## config.mk

```make
export PLATFORM = sky130hd
export DESIGN_NAME = img_feeder_flat
export DESIGN_NICKNAME = d
export VERILOG_FILES = /design/src/rtl/img_feeder_if.sv /design/src/rtl/img_feeder.sv /design/src/flat_wrapper.sv
export SDC_FILE = /design/constraint.sdc
export NUM_CORES = 1
export LEC_CHECK = 0
export ABC_AREA = 0
export CORE_MARGIN = 4
export CORE_UTILIZATION = 45
export CTS_BUF_LIST = sky130_fd_sc_hd__clkbuf_16
export CTS_CLUSTER_SIZE = 25
export DETAILED_ROUTE_END_ITERATION = 10
export GPL_TIMING_DRIVEN = 0
export MAX_ROUTING_LAYER = met4
export PLACE_DENSITY = 0.63
export SLEW_MARGIN = 15
export SYNTH_ARGS = -nofsm -noshare
export SYNTH_HDL_FRONTEND = slang
export SYNTH_SLANG_ARGS = --single-unit
```

## constraint.sdc

```tcl
create_clock -name clock -period 2.6 [get_ports clock]
set_input_delay 0.65 -clock clock [delete_from_list [all_inputs] [get_ports clock]]
set_output_delay 0.65 -clock clock [all_outputs]
set_load 0.005 [all_outputs]
```

## src/rtl/img_feeder_if.sv

```systemverilog
// img_feeder_if: valid/ready byte stream carrying packed 1-bit pixels into img_feeder.
interface img_feeder_if #(parameter int BYTE_W = 8);
    logic [BYTE_W-1:0] s_data;
    logic              s_valid;
    logic              s_ready;
    modport master (output s_data, s_valid, input s_ready);
    modport slave  (input s_data, s_valid, output s_ready);
endinterface

```

## src/rtl/img_feeder.sv

```systemverilog
// img_feeder: serialises packed pixel words into img_proc as income/video/op,
// optionally preceded by a clear pass over the whole image.
module img_feeder #(
    parameter int IMG_WIDTH  = 256,
    parameter int IMG_HEIGHT = 128,
    parameter int BYTE_W     = 8
) (
    input  logic        clock,
    input  logic        reset,
    input  logic        start,
    input  logic        skip_clear,
    input  logic [2:0]  op_sel,
    img_feeder_if.slave s,
    output logic        video,
    output logic        income,
    output logic [2:0]  op,
    output logic        busy,
    output logic        done
);
    localparam int NPIX = IMG_WIDTH * IMG_HEIGHT;
    localparam int PW   = $clog2(NPIX + 1);
    localparam int BW   = $clog2(BYTE_W + 1);
    localparam logic [2:0] S_RESET = 3'b000;
    localparam logic [2:0] S_READ  = 3'b110;
    typedef enum logic [1:0] {IDLE, CLEAR, LOAD, DONE} state_t;
    state_t            state_q, state_d;
    logic [PW-1:0]     pix_q, pix_d;
    logic [BW-1:0]     left_q, left_d;
    logic [BYTE_W-1:0] sreg_q, sreg_d;
    logic [2:0]        op_q, op_d, lat_q, lat_d;
    logic              video_q, video_d, income_q, income_d, busy_q, busy_d, done_q, done_d;
    logic              last;
    assign last      = pix_q == PW'(NPIX);
    // left_q counts bits still to emit, so the next word is taken while the last bit is on the wire
    assign s.s_ready = state_q == LOAD && left_q == '0 && !last;
    assign video     = video_q;
    assign income    = income_q;
    assign op        = op_q;
    assign busy      = busy_q;
    assign done      = done_q;
    always_comb begin
        state_d  = state_q;
        pix_d    = pix_q;
        left_d   = left_q;
        sreg_d   = sreg_q;
        lat_d    = lat_q;
        op_d     = op_q;
        busy_d   = busy_q;
        video_d  = 1'b0;
        income_d = 1'b0;
        done_d   = 1'b0;
        case (state_q)
            IDLE: begin
                op_d = S_READ;
                if (start) begin
                    lat_d   = op_sel;
                    busy_d  = 1'b1;
                    state_d = skip_clear ? LOAD : CLEAR;
                    op_d    = skip_clear ? op_sel : S_RESET;
                    video_d = !skip_clear;
                    pix_d   = skip_clear ? '0 : PW'(1);
                end
            end
            CLEAR: begin
                state_d = last ? LOAD : CLEAR;
                op_d    = last ? lat_q : S_RESET;
                video_d = !last;
                pix_d   = last ? '0 : pix_q + PW'(1);
            end
            LOAD: begin
                if (last) begin
                    state_d = DONE;
                    done_d  = 1'b1;
                    busy_d  = 1'b0;
                    left_d  = '0;
                end else if (left_q != '0) begin
                    video_d  = 1'b1;
                    income_d = sreg_q[BYTE_W-1];
                    sreg_d   = {sreg_q[BYTE_W-2:0], 1'b0};
                    left_d   = left_q - BW'(1);
                    pix_d    = pix_q + PW'(1);
                end else if (s.s_valid) begin
                    video_d  = 1'b1;
                    income_d = s.s_data[BYTE_W-1];
                    sreg_d   = {s.s_data[BYTE_W-2:0], 1'b0};
                    left_d   = BW'(BYTE_W - 1);
                    pix_d    = pix_q + PW'(1);
                end
            end
            default: begin
                state_d = IDLE;
                op_d    = S_READ;
                pix_d   = '0;
            end
        endcase
    end
    always_ff @(posedge clock or negedge reset) begin
        if (!reset) begin
            state_q  <= IDLE;
            pix_q    <= '0;
            left_q   <= '0;
            sreg_q   <= '0;
            lat_q    <= S_READ;
            op_q     <= S_READ;
            video_q  <= 1'b0;
            income_q <= 1'b0;
            busy_q   <= 1'b0;
            done_q   <= 1'b0;
        end else begin
            state_q  <= state_d;
            pix_q    <= pix_d;
            left_q   <= left_d;
            sreg_q   <= sreg_d;
            lat_q    <= lat_d;
            op_q     <= op_d;
            video_q  <= video_d;
            income_q <= income_d;
            busy_q   <= busy_d;
            done_q   <= done_d;
        end
    end
endmodule
```

## src/flat_wrapper.sv

```systemverilog
// flat-port wrapper written by rule: the top's interface ports become plain ports
module img_feeder_flat 
#(
    parameter int IMG_WIDTH  = 256,
    parameter int IMG_HEIGHT = 128,
    parameter int BYTE_W     = 8
)
  (clock, reset, start, skip_clear, op_sel, video, income, op, busy, done, s_s_data, s_s_valid, s_s_ready);
  img_feeder_if #(.BYTE_W(BYTE_W)) s_i ();
  input  logic clock;
  input  logic reset;
  input  logic start;
  input  logic skip_clear;
  input  logic [2:0] op_sel;
  output logic video;
  output logic income;
  output logic [2:0] op;
  output logic busy;
  output logic done;
  input wire logic [$bits(s_i.s_data)-1:0] s_s_data;
  input wire logic [$bits(s_i.s_valid)-1:0] s_s_valid;
  output wire logic [$bits(s_i.s_ready)-1:0] s_s_ready;
  assign s_i.s_data = s_s_data;
  assign s_i.s_valid = s_s_valid;
  assign s_s_ready = s_i.s_ready;
  img_feeder #(.IMG_WIDTH(IMG_WIDTH), .IMG_HEIGHT(IMG_HEIGHT), .BYTE_W(BYTE_W)) u_core (.clock(clock), .reset(reset), .start(start), .skip_clear(skip_clear), .op_sel(op_sel), .s(s_i), .video(video), .income(income), .op(op), .busy(busy), .done(done));
endmodule
```

==> results list <==
- In this design, the stage delay of the slowest critical-path cell is 0.35 ns.
- Registers take 981 µm².
- Clock tree synthesis inserted a total of 5 buffers.
* Total routing resource utilization after global routing: 17.6%
* Hold-fix buffer count after cts: 0
- During placement, the flow inserted port buffers numbering 22.
* Final-report max-slew violation count: 0
* Grt ovf: 0
- The floorplan step set the die width to 76.3 µm.
* Net count, final: 271
- Int Power: 0.00143 W
- Sequential fraction of the synthesis area: 46.8%
- # rows: 24
* Starting density of the core: 47.2%
* Die span in y: 76.3 µm
* Floorplan core area: 4440 µm²
* Area of the die: 5820 µm²
- Most common cell in the netlist: sky130_fd_sc_hd__dfrtp_1
- From synthesis to final layout, the design area changed by 24.0%.
- The flow ran to the end, and the final reports show no timing, DRC or antenna violations.
- Clock net sink count: 39
- Final min period: 2.26 ns
* Initial drt markers: 76
- Largest net degree at the start of global routing: 27
* Antenna violations before repair: 0
- Crit-path leading delay family: simple AND/OR/NAND/NOR gates
- The final route contains 1693 vias.
* Global-route track usage on met1: 23.9%
- The number of buffers and inverters on the critical path is 2.
- The number of cells on the worst reg-to-reg path is 7.
- Summing every instance area after synthesis gives 2100 µm².
- Non-filler instance count after layout: 304
- TritonCTS built the clock tree.
* GR Util met3: 3.78%
* Yosys warning count: 0
* Crit path DAT: 1.61 ns
* Clock latency reported for the late side of the worst-skew pair: 0.28 ns
- The clock network accounts for 26.9% of the total power.
* Tightest hold margin: 0.262 ns
- In this run, synthesis produced a sequential element count of 39.
* Cell type with the highest aggregate area in the netlist: sky130_fd_sc_hd__dfrtp_1
* Most frequent cells after synthesis: sky130_fd_sc_hd__dfrtp_1, sky130_fd_sc_hd__nand2_1, sky130_fd_sc_hd__a21oi_1, sky130_fd_sc_hd__nor2_1, sky130_fd_sc_hd__nand3_1
- Routability congestion estimate: 0.821
* Number of max-cap violations: 0
- The final critical path takes up 86.7% of the cycle.
* Combinational group share of total power: 31.3%
* Share of the synthesized area in the top cell type: 41.7%
- For this design the ratio of total power to cell area is 823 nW/µm².
- The startpoint identified for the worst register-to-register timing path is u_core.left_q[0].
- Leak: 1.13 nW
- Setup repair after global routing left no endpoint under its margin.
- After detailed placement, the design holds a cell count of 293.
* Kind of critical path: flop to primary output
- In this run the power spent charging and discharging nets is 0.000712 W.
- For this run, global-route usage on met2 was measured as 25.8%.
- Synthesis produced a netlist whose cell count is 218.
* Clock transition at path regs: 0.06 ns
- Antenna diode count: 0
- The hold violation total from the final report is 0.
- The worst-case IR drop observed on VDD is 0.550 mV.
* CP startpoint kind: flop
* Fraction of layout cells with a size suffix above 1: 14.7%
- Final setup vio count: 0
- The synthesized netlist contains 43 unique library cells.
* Worst-path cell with the longest stage delay: sky130_fd_sc_hd__dfrtp_1
- Slew of the pin with the lowest slew margin: 0.604 ns
- Fraction of power consumed by sequential logic: 41.8%
- Global-route wire length before repair: 8180 µm
- In this run the critical register-to-register path is captured at u_core.pix_q[11].
* Post-synth net total: 238
- The worst register-to-register path has a setup slack of 0.53 ns.
* Critical path data required time: 1.95 ns
* Final total negative setup slack: 0 ns
- 24 I/O pins were placed.
- In the synthesized netlist the dominant register cell turns out to be sky130_fd_sc_hd__dfrtp_1.
* Routed wire length per instance: 14.9 µm
* Worst-path maximum fanout: 2
* CP Cell Sequence: inv_1 -> ha_1 -> and4bb_1 -> nand4_4 -> nand2_1 -> nor2_2 -> dlymetal6s2s_1
- Post-detailed-route via-to-cell ratio: 5.57
* Area taken by multi-input logic gates: 1070 µm²
- The layer flagged by global routing as most heavily used is met2.
- Synth async-reset ratio: 100%
- For this block, the routed nets add up to 4540 µm of wire.
* Peak clock frequency supported by timing: 0.443 GHz
- Number of enable-type register cells in the synthesized netlist: 0
- Mean cell area of the mapped netlist: 9.63 µm²
* Clock Root Buffer: sky130_fd_sc_hd__clkbuf_16
* Number of detailed-route iterations in the first pass: 4
- Endpoint kind of the worst setup timing path: primary output
* Via count of the first global-routing pass: 1718
- In the routed design, unresolved DRC markers number 0.
- In this run the remaining antenna-violating nets after routing total 0.
- Counting along the longest clock path gives a buffer depth of 2.
- Measured against its own limit, the worst slew margin works out to 59.6%.
- Of the total power, the share spent switching nets is 33.3%.
- After filler insertion, the fill cell instance count of the layout stands at 403.
- In this run the worst hold path is classified as input port to asynchronous set/reset pin.
* CTS H-tree lvls: 2
- Sum of net half-perimeters after detailed placement: 3090 µm
- After synthesis, the cell types taking the most area are sky130_fd_sc_hd__dfrtp_1, sky130_fd_sc_hd__dfstp_2, sky130_fd_sc_hd__a21oi_1.
- Setup skew after layout: 0.00514 ns
## layout make-up
type	count	share of cell area (%)
Buffer	10	2.21
Multi-Input combinational cell	162	41.3
Tap cell	52	2.50
Inverter	7	1.01
Sequential cell	39	37.7
Timing Repair Buffer	26	10.0
Clock inverter	3	0.481
Clock buffer	5	4.81
## stage by stage
stage                     worst slack (ns)  instance area (µm²)  util (%)  power, W
after floorplan                      0.732                 2100         -   0.00132
after global placement             -0.0902                 2380      53.6   0.00149
after detailed placement            0.0912                 2400      54.0   0.00151
after CTS                          0.00720                 2590      58.3   0.00214
after global routing                 0.208                 2600      58.6   0.00230
final                                0.345                 2600      58.6   0.00214
## power groups by stage
stage	registers, W	clock network, W	logic, W
4_1_cts	0.000881	0.000588	0.000668
6_report	0.000895	0.000576	0.000669
5_1_grt	0.000921	0.000621	0.000754
2_1_floorplan	0.000862	0	0.000458
3_5_place_dp	0.000892	0	0.000616
3_3_place_gp	0.000888	0	0.000603
## worst max-delay path by stage
stage | startpoint | to | depth (start not counted)
6_report | u_core.pix_q[0] | s_s_ready | 7
5_1_grt | s_s_valid | u_core.pix_q[13] | 6
4_1_cts | u_core.pix_q[0] | s_s_ready | 7
3_5_place_dp | s_s_valid | u_core.pix_q[11] | 6
3_3_place_gp | reset | u_core.sreg_q[4] | 1
2_1_floorplan | start | u_core.pix_q[14] | 6
## sequential cells by signal (all words and copies together), names as in the netlist
| name | count |
|---|---|
| u_core.income | 1 |
| u_core.done | 1 |
| u_core.sreg_q | 7 |
| u_core.pix_q | 16 |
| u_core.left_q | 4 |
| u_core.busy | 1 |
| u_core.video | 1 |
| u_core.op | 3 |
| u_core.state_q | 2 |
| u_core.lat_q | 3 |
## kinds of logic after synthesis
logic type,after synthesis,synth area share (%)
and+or+nand+nor,84,22.2
AOI/OAI and AO/OA,53,15.1
buffers and inverters,17,4.00
adders and majority gates,4,2.39
xor gates and xnor gates,12,5.01
DFF,39,46.8
muxes,9,4.47
## cells in the final DEF, fill, tap and decap left out, types with 2 or more instances in the layout
cell type | Yosys | layout
sky130_fd_sc_hd__nor2_1 | 19 | 18
sky130_fd_sc_hd__nor3b_1 | 2 | 2
sky130_fd_sc_hd__dfrtp_1 | 35 | 35
sky130_fd_sc_hd__a21o_1 | 2 | 2
sky130_fd_sc_hd__xnor2_1 | 7 | 7
sky130_fd_sc_hd__buf_2 | 4 | 5
sky130_fd_sc_hd__o21ai_1 | 8 | 8
sky130_fd_sc_hd__nand2_1 | 21 | 21
sky130_fd_sc_hd__and4_1 | 3 | 3
sky130_fd_sc_hd__mux2i_1 | 6 | 6
sky130_fd_sc_hd__o31ai_1 | 2 | 2
sky130_fd_sc_hd__clkbuf_1 | 2 | 2
sky130_fd_sc_hd__nand4_1 | 4 | 4
sky130_fd_sc_hd__inv_1 | 7 | 9
sky130_fd_sc_hd__buf_4 | 4 | 7
sky130_fd_sc_hd__nand3_1 | 12 | 12
sky130_fd_sc_hd__mux2_2 | 3 | 3
sky130_fd_sc_hd__ha_1 | 4 | 4
sky130_fd_sc_hd__clkbuf_16 | 0 | 5
sky130_fd_sc_hd__nor3_1 | 4 | 4
sky130_fd_sc_hd__nor4b_2 | 3 | 3
sky130_fd_sc_hd__xor2_1 | 5 | 5
sky130_fd_sc_hd__a211oi_1 | 2 | 2
sky130_fd_sc_hd__nor4_4 | 0 | 2
sky130_fd_sc_hd__a21oi_1 | 19 | 19
sky130_fd_sc_hd__clkdlybuf4s50_1 | 0 | 20
sky130_fd_sc_hd__nand2b_1 | 2 | 2
sky130_fd_sc_hd__or3_1 | 2 | 2
sky130_fd_sc_hd__o22ai_1 | 2 | 2
sky130_fd_sc_hd__and3_1 | 4 | 4
sky130_fd_sc_hd__dfstp_2 | 4 | 4
sky130_fd_sc_hd__o21ai_0 | 10 | 10
## what timing repair did
item	4_1_cts	5_1_grt
pin swaps	0	1
buffers inserted	3	0
resized for setup	5	2
setup endpoints to repair	1	1
cloned	0	0
## metal layers
metal  part of all wire, %  wire length [µm]  vias up
li1                      -                 -      848
met4                  0.93                42        0
met1                    50              2290      815
met2                    45              2030       24
met5                     0                 0        -
met3                   3.8               172        6
No activity file was read; power rests on OpenSTA's default activity.
